$ cat src/rtl/aes_pkg.sv
// Shared AES types, constants and GF(2^8) helpers for the iterative cipher core.
package aes_pkg;

    localparam int AES_BLOCK_W    = 128;
    localparam int AES_KEY_ADDR_W = 4;

    typedef logic [1:0] aes_state_t;
    localparam aes_state_t S_WAIT  = 2'd0;
    localparam aes_state_t S_IDLE  = 2'd1;
    localparam aes_state_t S_ROUND = 2'd2;
    localparam aes_state_t S_DONE  = 2'd3;

    // Output byte i of ShiftRows takes input byte SR_IDX[i] (column-major, byte 0 = MSB).
    localparam logic [3:0] SR_IDX [16] = '{
        4'd0, 4'd5, 4'd10, 4'd15, 4'd4, 4'd9, 4'd14, 4'd3,
        4'd8, 4'd13, 4'd2, 4'd7, 4'd12, 4'd1, 4'd6, 4'd11
    };

    function automatic logic [7:0] xtime(input logic [7:0] b);
        return {b[6:0], 1'b0} ^ (b[7] ? 8'h1b : 8'h00);
    endfunction

    function automatic logic [31:0] mix_column(input logic [31:0] col);
        logic [7:0] a0, a1, a2, a3;
        {a0, a1, a2, a3} = col;
        return {xtime(a0) ^ xtime(a1) ^ a1 ^ a2 ^ a3,
                a0 ^ xtime(a1) ^ xtime(a2) ^ a2 ^ a3,
                a0 ^ a1 ^ xtime(a2) ^ xtime(a3) ^ a3,
                xtime(a0) ^ a0 ^ a1 ^ a2 ^ xtime(a3)};
    endfunction

    function automatic logic [7:0] get_byte(input logic [127:0] blk, input logic [3:0] idx);
        return blk[8*(15-int'(idx)) +: 8];
    endfunction

endpackage

$ cat src/rtl/aes_sbox_ram.sv
// Dual-port 256x8 AES S-box ROM, two lookups per cycle, registered outputs.
module aes_sbox_ram
    import aes_pkg::*;
(
    input  logic       clk,
    input  logic [7:0] addr_a,
    input  logic [7:0] addr_b,
    output logic [7:0] dout_a,
    output logic [7:0] dout_b
);
    localparam logic [0:255][7:0] ROM = {
        128'h637c777bf26b6fc53001672bfed7ab76,
        128'hca82c97dfa5947f0add4a2af9ca472c0,
        128'hb7fd9326363ff7cc34a5e5f171d83115,
        128'h04c723c31896059a071280e2eb27b275,
        128'h09832c1a1b6e5aa0523bd6b329e32f84,
        128'h53d100ed20fcb15b6acbbe394a4c58cf,
        128'hd0efaafb434d338545f9027f503c9fa8,
        128'h51a3408f929d38f5bcb6da2110fff3d2,
        128'hcd0c13ec5f974417c4a77e3d645d1973,
        128'h60814fdc222a908846eeb814de5e0bdb,
        128'he0323a0a4906245cc2d3ac629195e479,
        128'he7c8376d8dd54ea96c56f4ea657aae08,
        128'hba78252e1ca6b4c6e8dd741f4bbd8b8a,
        128'h703eb5664803f60e613557b986c11d9e,
        128'he1f8981169d98e949b1e87e9ce5528df,
        128'h8ca1890dbfe6426841992d0fb054bb16
    };

    always_ff @(posedge clk) begin
        dout_a <= ROM[addr_a];
        dout_b <= ROM[addr_b];
    end

endmodule

$ cat src/rtl/aes_iter_ram.sv
// Iterative AES encryption core; S-box lookups through BRAM ROMs, SBOX_LANES per cycle.
// Define AES_ERR_EN to add the sticky err_ovf flag for blocks offered while busy.
module aes_iter_ram
    import aes_pkg::*;
#(
    parameter int NR         = 10,
    parameter int SBOX_LANES = 8
) (
    input  logic                      clk,
    input  logic                      kill,
    input  logic [AES_BLOCK_W-1:0]    input_data,
    input  logic                      input_en,
    output logic                      input_rdy,
    output logic [AES_KEY_ADDR_W-1:0] key_addr,
    input  logic [AES_BLOCK_W-1:0]    key_round,
    output logic [AES_BLOCK_W-1:0]    output_data,
    output logic                      output_en
`ifdef AES_ERR_EN
    ,
    output logic                      err_ovf
`endif
);
    localparam int RC = 16 / SBOX_LANES + 1;

    aes_state_t                 fsm;
    logic [3:0]                 round_cnt;
    logic [2:0]                 phase;
    logic [AES_BLOCK_W-1:0]     st;
    logic [15:0][7:0]           sub;
    logic [15:0][7:0]           sub_all;
    logic [SBOX_LANES-1:0][7:0] sb_addr;
    logic [SBOX_LANES-1:0][7:0] sb_dout;
    logic [AES_BLOCK_W-1:0]     sub_blk;
    logic [AES_BLOCK_W-1:0]     mix_blk;
    logic [AES_BLOCK_W-1:0]     rnd_out;
    logic                       last_ph;
    logic                       last_rnd;

    assign input_rdy = (fsm == S_IDLE);
    assign output_en = (fsm == S_DONE);
    assign last_ph   = (phase == 3'(RC - 1));
    assign last_rnd  = (round_cnt == 4'(NR));

    for (genvar g = 0; g < SBOX_LANES / 2; g++) begin : g_sbox
        aes_sbox_ram u_sbox (
            .clk    (clk),
            .addr_a (sb_addr[2*g]),
            .addr_b (sb_addr[2*g+1]),
            .dout_a (sb_dout[2*g]),
            .dout_b (sb_dout[2*g+1])
        );
    end

    // Lane j of phase p looks up byte p*SBOX_LANES+j of the ShiftRows view of st.
    always_comb begin
        sb_addr = '0;
        for (int j = 0; j < SBOX_LANES; j++)
            sb_addr[j] = get_byte(st, SR_IDX[4'(int'(phase) * SBOX_LANES + j)]);
    end

    // The final group arrives in the last phase and is used straight off the ROM.
    always_comb begin
        sub_all = sub;
        for (int j = 0; j < SBOX_LANES; j++)
            sub_all[4'((RC - 2) * SBOX_LANES + j)] = sb_dout[j];
        sub_blk = '0;
        for (int k = 0; k < 16; k++)
            sub_blk[8*(15-k) +: 8] = sub_all[k];
        mix_blk = '0;
        for (int c = 0; c < 4; c++)
            mix_blk[32*(3-c) +: 32] = last_rnd ? sub_blk[32*(3-c) +: 32]
                                               : mix_column(sub_blk[32*(3-c) +: 32]);
        rnd_out = mix_blk ^ key_round;
    end

    always_ff @(posedge clk) begin
        if (fsm == S_ROUND && phase != 3'd0)
            for (int j = 0; j < SBOX_LANES; j++)
                sub[4'((int'(phase) - 1) * SBOX_LANES + j)] <= sb_dout[j];
    end

    always_ff @(posedge clk) begin
        if (kill) begin
            fsm         <= S_WAIT;
            round_cnt   <= '0;
            phase       <= '0;
            key_addr    <= '0;
            output_data <= '0;
            st          <= '0;
        end else begin
            case (fsm)
                S_WAIT: fsm <= S_IDLE;
                S_IDLE: begin
                    if (input_en) begin
                        st        <= input_data ^ key_round;
                        round_cnt <= 4'd1;
                        key_addr  <= 4'd1;
                        phase     <= '0;
                        fsm       <= S_ROUND;
                    end
                end
                S_ROUND: begin
                    if (last_ph) begin
                        st    <= rnd_out;
                        phase <= '0;
                        if (!last_rnd) begin
                            round_cnt <= round_cnt + 4'd1;
                            key_addr  <= key_addr + 4'd1;
                        end else begin
                            output_data <= rnd_out;
                            key_addr    <= '0;
                            fsm         <= S_DONE;
                        end
                    end else begin
                        phase <= phase + 3'd1;
                    end
                end
                S_DONE:  fsm <= S_IDLE;
                default: fsm <= S_WAIT;
            endcase
        end
    end

`ifdef AES_ERR_EN
    always_ff @(posedge clk) begin
        if (kill)
            err_ovf <= 1'b0;
        else if (input_en && !input_rdy)
            err_ovf <= 1'b1;
    end
`endif

endmodule

$ cat config.mk
export PLATFORM = sky130hd
export DESIGN_NAME = aes_iter_ram
export DESIGN_NICKNAME = d
export VERILOG_FILES = /design/src/rtl/aes_pkg.sv /design/src/rtl/aes_sbox_ram.sv /design/src/rtl/aes_iter_ram.sv
export SDC_FILE = /design/constraint.sdc
export NUM_CORES = 2
export LEC_CHECK = 0
export ABC_CLOCK_PERIOD_IN_PS = 5400
export CORE_UTILIZATION = 40
export CTS_BUF_LIST = sky130_fd_sc_hd__clkbuf_16
export CTS_CLUSTER_SIZE = 24
export DETAILED_ROUTE_END_ITERATION = 16
export MAX_ROUTING_LAYER = met4
export PLACE_DENSITY_LB_ADDON = 0.08
export SYNTH_ARGS = -nofsm -noshare
export SYNTH_HDL_FRONTEND = slang
export SYNTH_SLANG_ARGS = --single-unit
$ cat constraint.sdc
create_clock -name clk -period 5.4 [get_ports clk]
set_clock_uncertainty 0.1 [all_clocks]
set_input_delay 1.08 -clock clk [delete_from_list [all_inputs] [get_ports clk]]
set_output_delay 1.08 -clock clk [all_outputs]
set_load 0.05 [all_outputs]
Yosys cells after proc, flatten, opt, wreduce, memory -nomap -nowiden
Memories as Yosys holds them, arrays and structs flattened. A register that Yosys moved wholly into a read port is not among the register bits.
Index checks and enable logic that the tools add are counted.
{"block": "word_totals", "register_bits": 397, "n_memories": 16, "romBits": 16896, "word_cells": 298, "input_bits": 259}
{"block": "classes", "bitwise_logic": 98, "eq_ne": 9, "muxes": 77, "order_cmp": 24, "addsub": 26, "n_reduce_logical": 18, "shifts": 8}
{"memory": "(name not given)", "words": 256, "word_bits": 8, "rd": 1, "rd_ports_with_merged_regs": 1, "wr": 0, "line_no": "aes_sbox_ram.sv:31", "source": "dout_a <= ROM[addr_a];"}
{"memory": "(name not given)", "words": 256, "word_bits": 8, "rd": 1, "rd_ports_with_merged_regs": 1, "wr": 0, "line_no": "aes_sbox_ram.sv:32", "source": "dout_b <= ROM[addr_b];"}
{"memory": "(name not given)", "words": 256, "word_bits": 8, "rd": 1, "rd_ports_with_merged_regs": 1, "wr": 0, "line_no": "aes_sbox_ram.sv:32"}
{"memory": "(name not given)", "words": 256, "word_bits": 8, "rd": 1, "rd_ports_with_merged_regs": 1, "wr": 0, "line_no": "aes_sbox_ram.sv:32"}
{"memory": "(name not given)", "words": 256, "word_bits": 8, "rd": 1, "rd_ports_with_merged_regs": 1, "wr": 0, "line_no": "aes_sbox_ram.sv:31"}
{"memory": "(name not given)", "words": 256, "word_bits": 8, "rd": 1, "rd_ports_with_merged_regs": 1, "wr": 0, "line_no": "aes_sbox_ram.sv:32"}
{"memory": "+10 memories"}
{"cell": "128-bit bitwise mux", "count": 8}
{"cell": "128-bit by 8-bit indexed part select with 8-bit output", "count": 8}
{"cell": "8-bit XOR", "count": 64}
{"cell": "128-bit 2-to-1 mux", "count": 2}
{"cell": "128-bit case mux with 2 select lines", "count": 1}
{"cell": "128-bit XOR", "count": 2}
{"cell": "8-bit demux with 4-bit select", "count": 7}
{"cell": "32-bit 2-to-1 mux", "count": 4}
{"cell": "8-bit by 5-bit XOR with 8-bit output", "count": 16}
{"cell": "4-bit 2-to-1 mux", "count": 21}
{"cell": "5-bit 2-to-1 mux", "count": 16}
{"cell": "8-bit NOT with 9-bit output", "count": 8}
{"cell": "8-bit 2-to-1 mux", "count": 8}
{"cell": "4-bit by 6-bit less-than comparator with 1-bit output, second input constant", "count": 8}
{"cell": "4-bit by 5-bit greater-or-equal comparator with 1-bit output, second input constant", "count": 8}
{"cell": "4-bit by 4-bit subtractor with 5-bit output, first input constant", "count": 8}
{"cell": "4-bit by 1-bit greater-or-equal comparator with 1-bit output, second input constant", "count": 8}
{"cell": "4-bit NOT", "count": 8}
{"cell": "4-bit by 3-bit adder with 4-bit output, second input constant", "count": 6}
{"cell": "4-bit adder, second input constant", "count": 4}
{"cell": "4-bit case mux with 2 select lines", "count": 2}
{"cell": "4-bit by 1-bit adder with 4-bit output, second input constant", "count": 3}
{"cell": "4-bit by 2-bit adder with 4-bit output, second input constant", "count": 3}
{"cell": "1-bit logical AND", "count": 9}
{"cell": "19 further kinds", "count": 28}

Longest topological paths before layout
{"block": "depth", "ltp_word": 13, "mapped_depth": 16}

Modules after synthesis
A second synthesis with hierarchy kept.
{"block": "hier_totals", "hier_cells": 6264, "area_unflattened_um2": 45631.3}
{"module": "aes_sbox_ram", "cells_each": 1091, "n_inst": 4, "area_each_um2": 7014.2}
{"module": "aes_iter_ram", "cells_each": 1900, "n_inst": 1, "area_each_um2": 17574.4}

Worst setup path after synthesis
OpenSTA, ideal clock, no wires.
{"block": "synth_path", "path_kind": "flip-flop to flip-flop", "startpoint": "reg phase[0]", "endpoint": "reg sub[0] in the netlist's numbering, enable pin", "n_path_buf": 9, "path_slack_ps": 1416, "synth_period_minus_slack_ps": 3984, "arrival_time_ps": 3455, "stages_incl_launch_ff": 11, "cell_sequence": "dfxtp_1 -> buf_6 -> buf_12 -> buf_8 -> buf_6 -> buf_6 -> buf_2 -> buf_2 -> buf_2 -> clkbuf_1 -> and2_1"}
{"block": "synth_between", "elab_chain_cells": 2}
{"element": "from (decl)", "line_no": "aes_iter_ram.sv:27", "source": "logic [2:0] phase;"}
{"element": "from (signal assigned)", "line_no": "aes_iter_ram.sv:115", "source": "phase <= phase + 3'd1;"}
{"element": "3-bit nonzero test", "line_no": "aes_iter_ram.sv:77", "source": "if (fsm == S_ROUND && phase != 3'd0)"}
{"element": "1-bit logical AND", "line_no": "aes_iter_ram.sv:77"}
{"element": "to (signal, indexed assignment)", "line_no": "aes_iter_ram.sv:79", "source": "sub[4'((int'(phase) - 1) * SBOX_LANES + j)] <= sb_dout[j];"}
{"element": "to (decl)", "line_no": "aes_iter_ram.sv:29", "source": "logic [15:0][7:0] sub;"}
No other way between the ends.
A chain may end at the register's enable or synchronous reset.

Worst setup path in the final report
{"block": "layout_path", "startpoint": "reg phase[0]", "endpoint": "reg g_sbox[3].u_sbox.dout_a[0]"}
{"block": "layout_between", "elab_chain_cells": 8}
{"element": "4-bit by 3-bit adder with 4-bit output", "line_no": "aes_iter_ram.sv:58", "source": "sb_addr[j] = get_byte(st, SR_IDX[4'(int'(phase) * SBOX_LANES + j)]);"}
{"element": "4-bit NOT (not written as such)", "line_no": "aes_iter_ram.sv:58"}
{"element": "memory read 16 x 4 bit"}
{"element": "4-bit 2-to-1 mux (not written as such) (2 in a row)", "line_no": "aes_iter_ram.sv:58"}
{"element": "4-bit by 4-bit subtractor with 5-bit output", "line_no": "aes_pkg.sv:33", "source": "return blk[8*(15-int'(idx)) +: 8];"}
{"element": "128-bit by 8-bit indexed part select with 8-bit output", "line_no": "aes_pkg.sv:33"}
{"element": "8-bit NOT with 9-bit output (not written as such)", "line_no": "aes_sbox_ram.sv:31"}
{"element": "to (decl)", "line_no": "aes_sbox_ram.sv:8", "source": "output logic [7:0] dout_a,"}
No other way between the ends. The select of a mux whose other input is x is not followed.

==> metrics.md <==
| Metric | Value |
|---|---|
| Status | finished, final reports clean |
| Std cell rows | 123 |
| Kind of critical path | reg -> reg |
| Die height | 339 microns |
| PnR worst setup slack | 879 ps |
| Main synth FF type | dfxtp_1 |
| Vias | 57276 |
| I/O pins | 393 |
| Period utilisation layout | 0.837 |
| Worst r2r dst | g_sbox[3].u_sbox.dout_a[0]$_DFF_P_ |
| Antenna Nets Post-Route | 0 |
| Area occupied by multi-input gates | 0.0339 sq mm |
| Origin of the critical flop-to-flop path | phase[0]$_SDFFE_PP0P_ |
| I/O Buffers | 392 |
| Crit start category | flip-flop |
| Final core utilization | 0.465 |
| Endpoints failing hold | 0 |
| Yosys warns | 0 |
| # resized after CTS | 0 |
| Asr flop ratio synth | 0 |
| Pins Over Slew Limit | 0 |
| Design Area, Final | 0.0524 sq mm |
| Post-synth EDFFs | 64 |
| CP endpoint kind | flip-flop |
| Fillers | 11648 |
| Hold wc startpoint | g_sbox[3].u_sbox.dout_a[6]$_DFF_P_ |
| Total Wirelength | 248000 microns |
| Clock slew at reported path FFs | 60 ps |
| Cell Area, Placed | 0.0507 sq mm |
| CTS tree | built |
| Final Setup Violations | 0 |
| Critical path startpoint | phase[0]$_SDFFE_PP0P_ |
| Clk buf depth | 3 |
| Most frequent cell after synthesis | nand2_1 |
| Detail-routed net length per standard cell | 30.5 microns |
| Starting Density | 0.404 |
| Clock Latency Late Sink | 670 ps |
| Seq/Total Area, Yosys | 0.189 |
| Avg Inst Size Synth | 6.90 sq um |
| Mapped cell area | 0.0455 sq mm |
| Cell Chain, Critical Path | buf_4 -> buf_4 -> mux2i_4 -> inv_2 -> nand2_1 -> nor2_1 -> o31ai_1 -> o21ai_0 -> o311ai_1 |
| Die Area | 0.115 sq mm |
| Syn Inst Count | 6599 |
| Gr usage total | 0.420 |
| Min Tclk post-route | 4520 ps |
| Worst Path Arrival | 4880 ps |
| 1st-pass router iterations | 8 |
| Register Area | 0.00859 sq mm |
| Pre-CTS WS | 1150 ps |
| Synth area leaders | dfxtp_1, nand2_1, a21oi_1 |
| Setup crit end | g_sbox[3].u_sbox.dout_a[0]$_DFF_P_ |
| Syn nets | 6977 |
| Path depth of the worst reg2reg path | 9 |
| Highest clock rate | 221 MHz |
| R2R Setup Slk | 880 ps |
| RSZ-0062 raised after global routing | no |
| Initial antenna violation count | 9 |
| Vias in the first global route | 51639 |
| First-pass GRT wire length | 361000 microns |
| Cell mode on critical path | buf_4 |
| CP peak stage delay | 940 ps |
| Max Cap Violations | 0 |
| CP max stage cell | dfxtp_4 |
| Detailed Place HPWL | 177000 microns |
| Clk root buf | clkbuf_16 |
| CTS H-tree lvls | 2 |
| Iter 0 DRT Violations | 11266 |
| Slew headroom | 0.127 |
| DRC | 0 |
| Critical path required time | 5760 ps |
| Die width | 339 microns |
| Worst min path class | reg -> reg |
| Share of layout cells above drive strength 1 | 0.0735 |
| Netlist cell types | 90 |
| Largest net degree at the start of global routing | 113 |
| Biggest area consumer among synthesized cells | dfxtp_1 |
| Via-per-instance ratio | 7.04 |
| CTS Hold Bufs | 0 |
| Commonest cells post-synth | nand2_1, nor2_1, a21oi_1 |
| Area delta synth->final | 15.0% |
| Post-CTS setup buffer count | 0 |
| Core Region | 0.113 sq mm |
| Worst Max-Slew Pin Slew | 1280 ps |
| Nets | 6965 |
| Synth Register Bits | 397 |
| Share of the synthesized area in the top cell type | 0.146 |
| Total grt overflow | 0 |
| CP max FO | 44 |
| Sink Count | 397 |
| Num CTS Buffers | 52 |
| RD Place Congestion | 1.10 |
| Setup tns final | 0 ps |
registers in the layout (all words and copies together) (netlist names):
register	cells
sub	64
key_addr	4
st	128
g_sbox.u_sbox.dout_a	32
g_sbox.u_sbox.dout_b	32
round_cnt	4
fsm	2
phase	3
output_data	128
cells in the final DEF (no fill, tap or decap), drive strengths merged, types with 230 or more instances in the layout:
cell type | netlist | final
a21oi | 568 | 568
nor2 | 721 | 721
nand3 | 230 | 230
clkdlybuf4s50 | 0 | 391
nand2 | 773 | 773
xnor2 | 318 | 318
dfxtp | 333 | 333
buf | 324 | 266
a211oi | 307 | 307
o21ai | 488 | 488
layer usage:
| metal | track usage | share of wire | vias to the layer above |
|---|---|---|---|
| li1 | - | - | 24639 |
| met1 | 0.545 | 0.39 | 26755 |
| met2 | 0.597 | 0.41 | 4856 |
| met3 | 0.123 | 0.14 | 1026 |
| met4 | 0.183 | 0.058 | 0 |
| met5 | - | 0 | - |
critical path: cells and delay by family, from the launching register on:
family,cells,cell delay (ps)
flip-flops,1,940
AO/OA/AOI/OAI,3,1050
multiplexers,1,110
buffers and inverters,3,1290
AND/OR/NAND/NOR,2,790
metrics by stage:
step / instances / hold WS, ps
after detailed placement: 8033 / 289
after global routing: 8136 / 306
final: 8136 / 301
after floorplan: 6599 / 286
after global placement: 8033 / 286
after CTS: 8129 / 303
cell families after synthesis:
logic type,share of synthesized area
xor gates and xnor gates,0.0827
AOI/OAI and AO/OA,0.358
muxes,0.0430
adders and majority gates,0.0327
and+or+nand+nor,0.222
buffers and inverters,0.0732
DFF,0.189
worst min path at each step:
stage,to,slack [ps],cells past startpoint
after floorplan,sub[0]$_DFFE_PP_,290,0
after global placement,sub[6]$_DFFE_PP_,290,0
after detailed placement,sub[22]$_DFFE_PP_,290,0
after CTS,sub[54]$_DFFE_PP_,300,0
after global routing,sub[16]$_DFFE_PP_,310,0
final,sub[54]$_DFFE_PP_,300,0
final cells by class:
cell class,count,share of cell area
multi-input cells,5433,0.647
flip-flops and latches,397,0.164
repair buffers,657,0.117
well taps,1500,0.0358
clock buffers,54,0.0258
clock inverters,42,0.00697
inverters,46,0.00330
diodes,7,0.000334
Power is not shown: default switching activity piles up to over one toggle a cycle in this logic, so the estimate is an artifact.
